File: src/rtl/pc_pkg.sv
// Shared definitions for the program-counter unit: next-PC select encoding
// and default widths.
package pc_pkg;

  localparam int DEF_ADDR_W    = 16;
  localparam int DEF_OFFSET_W  = 8;
  localparam int DEF_PC_INC    = 1;
  localparam int DEF_RAS_DEPTH = 4;

  typedef enum logic [2:0] {
    SEL_HOLD,
    SEL_RET,
    SEL_CALL,
    SEL_JMP,
    SEL_BR,
    SEL_SEQ
  } pc_sel_e;

endpackage

File: src/rtl/pc_unit_ras_stack.sv
// Return-address stack: circular buffer with a saturating count. A push while
// full overwrites the oldest entry and sets the sticky overflow flag.
module ras_stack
  import pc_pkg::*;
#(
  parameter int WIDTH = DEF_ADDR_W,
  parameter int DEPTH = DEF_RAS_DEPTH
) (
  input  logic             clk,
  input  logic             rst,
  input  logic             push,
  input  logic             pop,
  input  logic [WIDTH-1:0] push_data,
  output logic [WIDTH-1:0] top_data,
  output logic             empty,
  output logic             full,
  output logic             ovf
);

  localparam int PW = $clog2(DEPTH);
  localparam int CW = $clog2(DEPTH + 1);
  localparam logic [CW-1:0] CNT_MAX = CW'(DEPTH);

  logic [DEPTH-1:0][WIDTH-1:0] mem_q, mem_d;
  logic [PW-1:0]               top_q, top_d;
  logic [CW-1:0]               cnt_q, cnt_d;
  logic                        ovf_q, ovf_d;

  always_comb begin
    mem_d = mem_q;
    top_d = top_q;
    cnt_d = cnt_q;
    ovf_d = ovf_q;
    if (push) begin
      // Slot above the top is the oldest entry once the buffer is full.
      top_d        = top_q + 1'b1;
      mem_d[top_d] = push_data;
      if (cnt_q == CNT_MAX) ovf_d = 1'b1;
      else                  cnt_d = cnt_q + 1'b1;
    end else if (pop && cnt_q != '0) begin
      top_d = top_q - 1'b1;
      cnt_d = cnt_q - 1'b1;
    end
  end

  always_ff @(posedge clk or negedge rst) begin
    if (!rst) begin
      mem_q <= '0;
      top_q <= '0;
      cnt_q <= '0;
      ovf_q <= 1'b0;
    end else begin
      mem_q <= mem_d;
      top_q <= top_d;
      cnt_q <= cnt_d;
      ovf_q <= ovf_d;
    end
  end

  assign top_data = mem_q[top_q];
  assign empty    = (cnt_q == '0);
  assign full     = (cnt_q == CNT_MAX);
  assign ovf      = ovf_q;

endmodule

File: src/rtl/pc_unit.sv
// Program counter with priority next-PC selection, start-up hold cycle and
// an attached return-address stack.
module pc_unit
  import pc_pkg::*;
#(
  parameter int                   INST_ADDR_WIDTH = DEF_ADDR_W,
  parameter logic [INST_ADDR_WIDTH-1:0] RESET_VECTOR = '0,
  parameter int                   PC_INC          = DEF_PC_INC,
  parameter int                   OFFSET_WIDTH    = DEF_OFFSET_W,
  parameter int                   RAS_DEPTH       = DEF_RAS_DEPTH
) (
  input  logic                       clk,
  input  logic                       rst,
  input  logic                       stall,
  input  logic                       br_taken,
  input  logic [OFFSET_WIDTH-1:0]    br_offset,
  input  logic                       jmp,
  input  logic                       call,
  input  logic                       ret,
  input  logic [INST_ADDR_WIDTH-1:0] jmp_target,
  output logic [INST_ADDR_WIDTH-1:0] pc_out,
  output logic [INST_ADDR_WIDTH-1:0] pc_plus,
  output logic                       ras_empty,
  output logic                       ras_full,
  output logic                       ret_err,
  output logic                       ras_ovf
);

  localparam int AW = INST_ADDR_WIDTH;
  localparam logic [AW-1:0] INC = AW'(PC_INC);

  logic [AW-1:0] pc_q, pc_d;
  logic          first_done_q, first_done_d;
  logic          ret_err_q, ret_err_d;
  logic [AW-1:0] off_ext;
  logic [AW-1:0] ras_top;
  logic          push, pop;
  pc_sel_e       sel;

  assign pc_plus = pc_q + INC;
  assign off_ext = AW'($signed(br_offset));

  always_comb begin
    sel = SEL_SEQ;
    if (!first_done_q || stall) sel = SEL_HOLD;
    else if (ret)               sel = SEL_RET;
    else if (call)              sel = SEL_CALL;
    else if (jmp)               sel = SEL_JMP;
    else if (br_taken)          sel = SEL_BR;
  end

  always_comb begin
    pc_d         = pc_q;
    first_done_d = 1'b1;
    ret_err_d    = 1'b0;
    push         = 1'b0;
    pop          = 1'b0;
    unique case (sel)
      SEL_HOLD: pc_d = pc_q;
      SEL_RET: begin
        // Return on an empty stack falls through to the next instruction.
        if (ras_empty) begin
          pc_d      = pc_plus;
          ret_err_d = 1'b1;
        end else begin
          pc_d = ras_top;
          pop  = 1'b1;
        end
      end
      SEL_CALL: begin
        pc_d = jmp_target;
        push = 1'b1;
      end
      SEL_JMP: pc_d = jmp_target;
      SEL_BR:  pc_d = pc_q + off_ext;
      default: pc_d = pc_plus;
    endcase
  end

  always_ff @(posedge clk or negedge rst) begin
    if (!rst) begin
      pc_q         <= RESET_VECTOR;
      first_done_q <= 1'b0;
      ret_err_q    <= 1'b0;
    end else begin
      pc_q         <= pc_d;
      first_done_q <= first_done_d;
      ret_err_q    <= ret_err_d;
    end
  end

  ras_stack #(
    .WIDTH (AW),
    .DEPTH (RAS_DEPTH)
  ) u_ras (
    .clk       (clk),
    .rst       (rst),
    .push      (push),
    .pop       (pop),
    .push_data (pc_plus),
    .top_data  (ras_top),
    .empty     (ras_empty),
    .full      (ras_full),
    .ovf       (ras_ovf)
  );

  assign pc_out  = pc_q;
  assign ret_err = ret_err_q;

endmodule

File: config.mk
export PLATFORM = sky130hd
export DESIGN_NAME = pc_unit
export DESIGN_NICKNAME = d
export VERILOG_FILES = /design/src/rtl/pc_pkg.sv /design/src/rtl/pc_unit_ras_stack.sv /design/src/rtl/pc_unit.sv
export SDC_FILE = /design/constraint.sdc
export NUM_CORES = 1
export LEC_CHECK = 0
export ABC_AREA = 1
export ABC_CLOCK_PERIOD_IN_PS = 3200
export CORE_UTILIZATION = 61
export CTS_CLUSTER_SIZE = 28
export DETAILED_ROUTE_END_ITERATION = 7
export PLACE_DENSITY = 0.86
export SLEW_MARGIN = 20
export SYNTH_ARGS = -nofsm -noshare
export SYNTH_HDL_FRONTEND = slang
export SYNTH_SLANG_ARGS = --single-unit
File: constraint.sdc
create_clock -name clk -period 3.2 [get_ports clk]
set_input_delay 0.64 -clock clk [delete_from_list [all_inputs] [get_ports clk]]
set_output_delay 0.64 -clock clk [all_outputs]
set_load 0.02 [all_outputs]
## Word level (Yosys, flattened, before mapping)

Cells that the tools add are included.

| storage, ports and cells | value |
|---|---|
| register bits after elaboration | 88 |
| input bits | 31 |
| output and inout bits | 36 |

| cells by class | value |
|---|---|
| add/subtract/negate cells | 6 |
| magnitude comparators | 3 |
| equal/unequal tests | 6 |
| multiplexer cells | 22 |
| reductions and logical operators | 11 |

Operators by type and width:

| operator | count |
|---|---|
| $bwmux W64 | 1 |
| $pmux W16 S4 | 1 |
| $mux W16 | 3 |
| $bmux W16 S2 | 1 |
| $demux W16 S2 | 1 |
| $mux W3 | 7 |
| $add A16 B1 Y16 const B | 1 |
| $add A16 B16 Y16 | 1 |
| $eq A3 B2 Y1 const B | 2 |
| $eq A3 B3 Y1 const B | 2 |
| $logic_not A3 Y1 | 2 |
| $lt A2 B3 Y1 const B | 2 |
| $mux W1 | 6 |
| $mux W2 | 2 |
| $reduce_and A2 Y1 | 2 |
| $add A3 B1 Y3 const B | 1 |
| $eq A3 B1 Y1 const B | 1 |
| $reduce_bool A3 Y1 | 1 |
| $sub A3 B1 Y3 const B | 1 |
| $add A2 B1 Y2 const B | 1 |
| $ge A2 B1 Y1 const B | 1 |
| $logic_and A1 B1 Y1 | 2 |
| $ne A2 B2 Y1 const B | 1 |
| $reduce_bool A2 Y1 | 1 |
| 4 further kinds | 4 |

## Longest topological paths before layout

| depth | value |
|---|---|
| word-level depth | 10 |
| gate-level depth with buffers | 13 |
| depth with buffers taken out | 13 |

## Hierarchy

From an unflattened synthesis, not the netlist that was laid out.

| unflattened totals | value |
|---|---|
| cells, all modules | 794 |
| area, all modules | 5600.4 sq um |

By module, submodules not included:

| module | instances | cells each | area each (sq um) |
|---|---|---|---|
| ras_stack | 1 | 362 | 3110.5 |
| pc_unit | 1 | 432 | 2489.9 |

## Worst setup path after synthesis

OpenSTA, ideal clock, no wires.

| path | value |
|---|---|
| path kind | flip-flop to output port |
| start | register pc_q[0], in the netlist pc_out[0] |
| end | output pc_plus[10] |
| arrival | 1.558 ns |
| data required time | 2.560 ns |
| slack | 1.002 ns |
| stages on the path, launching flop included | 10 |
| path buffers | 0 |
| path through | dfrtp_1 ha_1 nand2_1 inv_1 nand2_2 nor2_8 nand2_1 nand2_1 nand2_2 inv_1 |

| on the way | value |
|---|---|
| longest elaborated chain between the ends | 1 |

Ends and longest elaborated chain:

| what | RTL line | text |
|---|---|---|
| start: declaration | pc_unit.sv:32 | `logic [AW-1:0] pc_q, pc_d;` |
| start signal: assignment | pc_unit.sv:86 | `pc_q <= pc_d;` |
| $add A16 B1 Y16 | pc_unit.sv:40 | `assign pc_plus = pc_q + INC;` |
| end: declaration | pc_unit.sv:22 | `output logic [INST_ADDR_WIDTH-1:0] pc_plus,` |

Every way passes these cells.

## Final worst setup path

| path | value |
|---|---|
| start | register pc_q[1], in the netlist pc_out[1] |
| end | output pc_plus[6] |

Same word-level chain as after synthesis.

==> impl_metrics.yaml <==
die:
  die_y_um: 98.2
  rows: 34
  ios: 67
  die_area_um2: 9640
  die_w_um: 98.2
  core_area_um2: 8850
  start_util_pct: 63.8
synthesis:
  synth.net_count: 845
  synth_area_leaders: "dfrtp_1, nand2_1, nand3_1"
  synth-seq-cells: 88
  syn-cell-area_um2: 5650
  synth_seq_area_share_pct: 39.0
  synth_top_flop_cell: "dfrtp_1"
  ys_warn_count: 0
  synth_edf_count: 0
  netlist_instances: 792
  synthArstFlopShare_pct: 100
  synth_area_per_cell_um2: 7.13
  netlist.area_leader.share_pct: 39.0
  synth_common_cells: "nand2_1, dfrtp_1, inv_1, nand3_1, nor2_1"
  synthMostInstantiatedCell: "nand2_1"
  yosys.area.top_type: "dfrtp_1"
  ys_types: 42
setup_path:
  worstSetupPathType: "flip-flop to output pin"
  required_ns: 2.56
  r2r_cells: 6
  reg2reg_to: "u_ras.mem_q[22]$_DFFE_PN0P_"
  critPathLaunchType: "flip-flop"
  cp.arrival_ns: 2.39
  crit_fanout: 6
  r2r-start: "u_ras.top_q[1]$_DFFE_PN0P_"
  rrSetupSlack_ns: 0.81
  cp-end-kind: "output pin"
placement:
  routabilityCongestion: 0.899
  preCtsSetupSlack_ns: 0.440
  place_area_um2: 6380
  io_buffers: 66
  dp_hpwl_um: 11200
sta:
  relSlewSlack_pct: 46.7
  worstMarginPinSlew_ns: 0.800
  max_freq_mhz: 330
  finalMaxSlewViolations: 0
  period_share_pct: 94.7
  hold_viol: 0
  layout_setup_ws_ns: 0.168
  min_period_ns: 3.03
  finalClockSkew_ns: 0.0143
  finalSetupViolCount: 0
drt:
  drtIter0Drc: 606
  drt_pass1_iterations: 8
  vias: 5532
  drtAntennaViolNets: 0
  viasPerCell: 5.73
  wirelength_um: 15600
  drt-wirelength-per-cell_um: 16.1
  drc: 0
clock_network:
  cts_tree: "done"
  ctsRootBufferMaster: "clkbuf_8"
  clk_pin_slew_worst_paths_ns: 0.10
  clock_path_buffers: 2
  cts-htree-levels: 3
  cts_buffers: 9
  cts.sinks: 88
  clk_latency_ns: 0.37
layout:
  final_util_pct: 74.4
  final_area_um2: 6580
  n_antenna_cell: 0
  nNetsFinal: 907
  areaGrowthSynthToFinish_pct: 16.6
  drive_above_1_share_pct: 9.44
run_status:
  outcome: "finished, final reports clean"
global_route:
  grt_usage_pct: 34.4
  globalRoute.busiestLayer: "met2"
  gr-usage-met2_pct: 56.3
  met1_usage_pct: 45.9
  grt_pass1_vias: 5334
  grt_first_pass_wirelength_um: 25900
  grt_use_met3_pct: 5.73
  gr-total-overflow: 0
  grt_max_degree: 89
  grt_antenna_before_repair: 0
power:
  p_leak_nw: 3.34
  ir_drop_mv: 0.487
  power.density_nw_per_um2: 849
flow_run:
  maxCapViolCount: 0
worst_hold_path:
  hold_class: "primary input to async pin"
==> logic make-up (layout without fill, tap and decap cells) <==
kind of cell	after synthesis	after routing	share of synthesized area [%]
other	1	1	0.0664
adders and majority gates	22	22	5.14
AOI/OAI and AO/OA	126	126	12.3
DFF	88	88	39.0
and+or+nand+nor	424	424	32.8
xor gates and xnor gates	11	11	2.11
buffers and inverters	120	186	8.64
==> per-layer routing <==
metal  vias to the layer above  part of all wire, %
met3                        52                  8.2
met5                         -                    0
met4                         0                  3.0
met2                       268                   48
met1                      2565                   41
li1                       2647                    -
==> through the flow <==
step / cells / hold WS (ns) / TNS, ns / total power [mW]
3_3_place_gp: 950 / 0.448 / 0 / 4.63
4_1_cts: 965 / 0.488 / 0 / 5.54
2_1_floorplan: 792 / 0.344 / 0 / 3.80
3_5_place_dp: 950 / 0.455 / 0 / 4.77
5_1_grt: 966 / 0.397 / -0.00423 / 6.00
6_report: 966 / 0.316 / 0 / 5.59
==> report_power, final <==
part	leakage [nW]	switching, mW	total [mW]	internal, mW
logic	2.17	1.76	2.85	1.09
clock network	0.0936	0.399	0.761	0.362
registers	1.08	0.404	1.97	1.57
==> worst max-delay path by stage <==
stage                                     start           to  slack (ns)  cells past startpoint
after floorplan           pc_out[0]$_DFFE_PN0P_  pc_plus[10]        1.00                      9
after global placement    pc_out[0]$_DFFE_PN0P_  pc_plus[12]        0.49                     10
after detailed placement  pc_out[0]$_DFFE_PN0P_  pc_plus[12]        0.44                     10
after CTS                 pc_out[0]$_DFFE_PN0P_  pc_plus[12]        0.03                     10
after global routing      pc_out[3]$_DFFE_PN0P_   pc_plus[6]      -0.004                      5
final                     pc_out[1]$_DFFE_PN0P_   pc_plus[6]        0.17                      6
==> critical path, cell delays in order, from the launching register on <==
cell	delay, ns
dfrtp_2	0.42
ha_1	0.19
nand2_1	0.10
nor2_1	0.17
nand2_1	0.11
xnor2_2	0.31
clkdlybuf4s50_1	0.71
==> state kept, by name, indices dropped and copies added (netlist names) <==
register	cells
first_done_q	1
pc_out	16
ret_err	1
u_ras.cnt_q	3
u_ras.mem_q	64
u_ras.ovf	1
u_ras.top_q	2
==> cell usage in the layout (no fill, tap or decap), types with 20 or more instances in the layout <==
cell type / n
ha_1: 20
o21ai_0: 25
a21oi_1: 28
nand2_1: 259
dfrtp_1: 86
inv_1: 76
nor2_1: 60
clkdlybuf4s50_1: 65
o21ai_1: 49
nand3_1: 64
==> layout make-up <==
cell class                      instances  area [µm²]
Inverter                               95         362
Clock buffer                           11         131
Fill cell                             705        2270
Sequential cell                        88        2200
Multi-Input combinational cell        584        2960
Clock inverter                          4        56.3
Tap cell                              108         135
Timing Repair Buffer                   76         737
==> timing repair <==
action	4_1_cts	5_1_grt
resized for setup	0	2
buffers inserted	0	1
hold buffers	0	0
endpoints found under the setup margin	0	4
No activity file was read; power rests on OpenSTA's default activity.
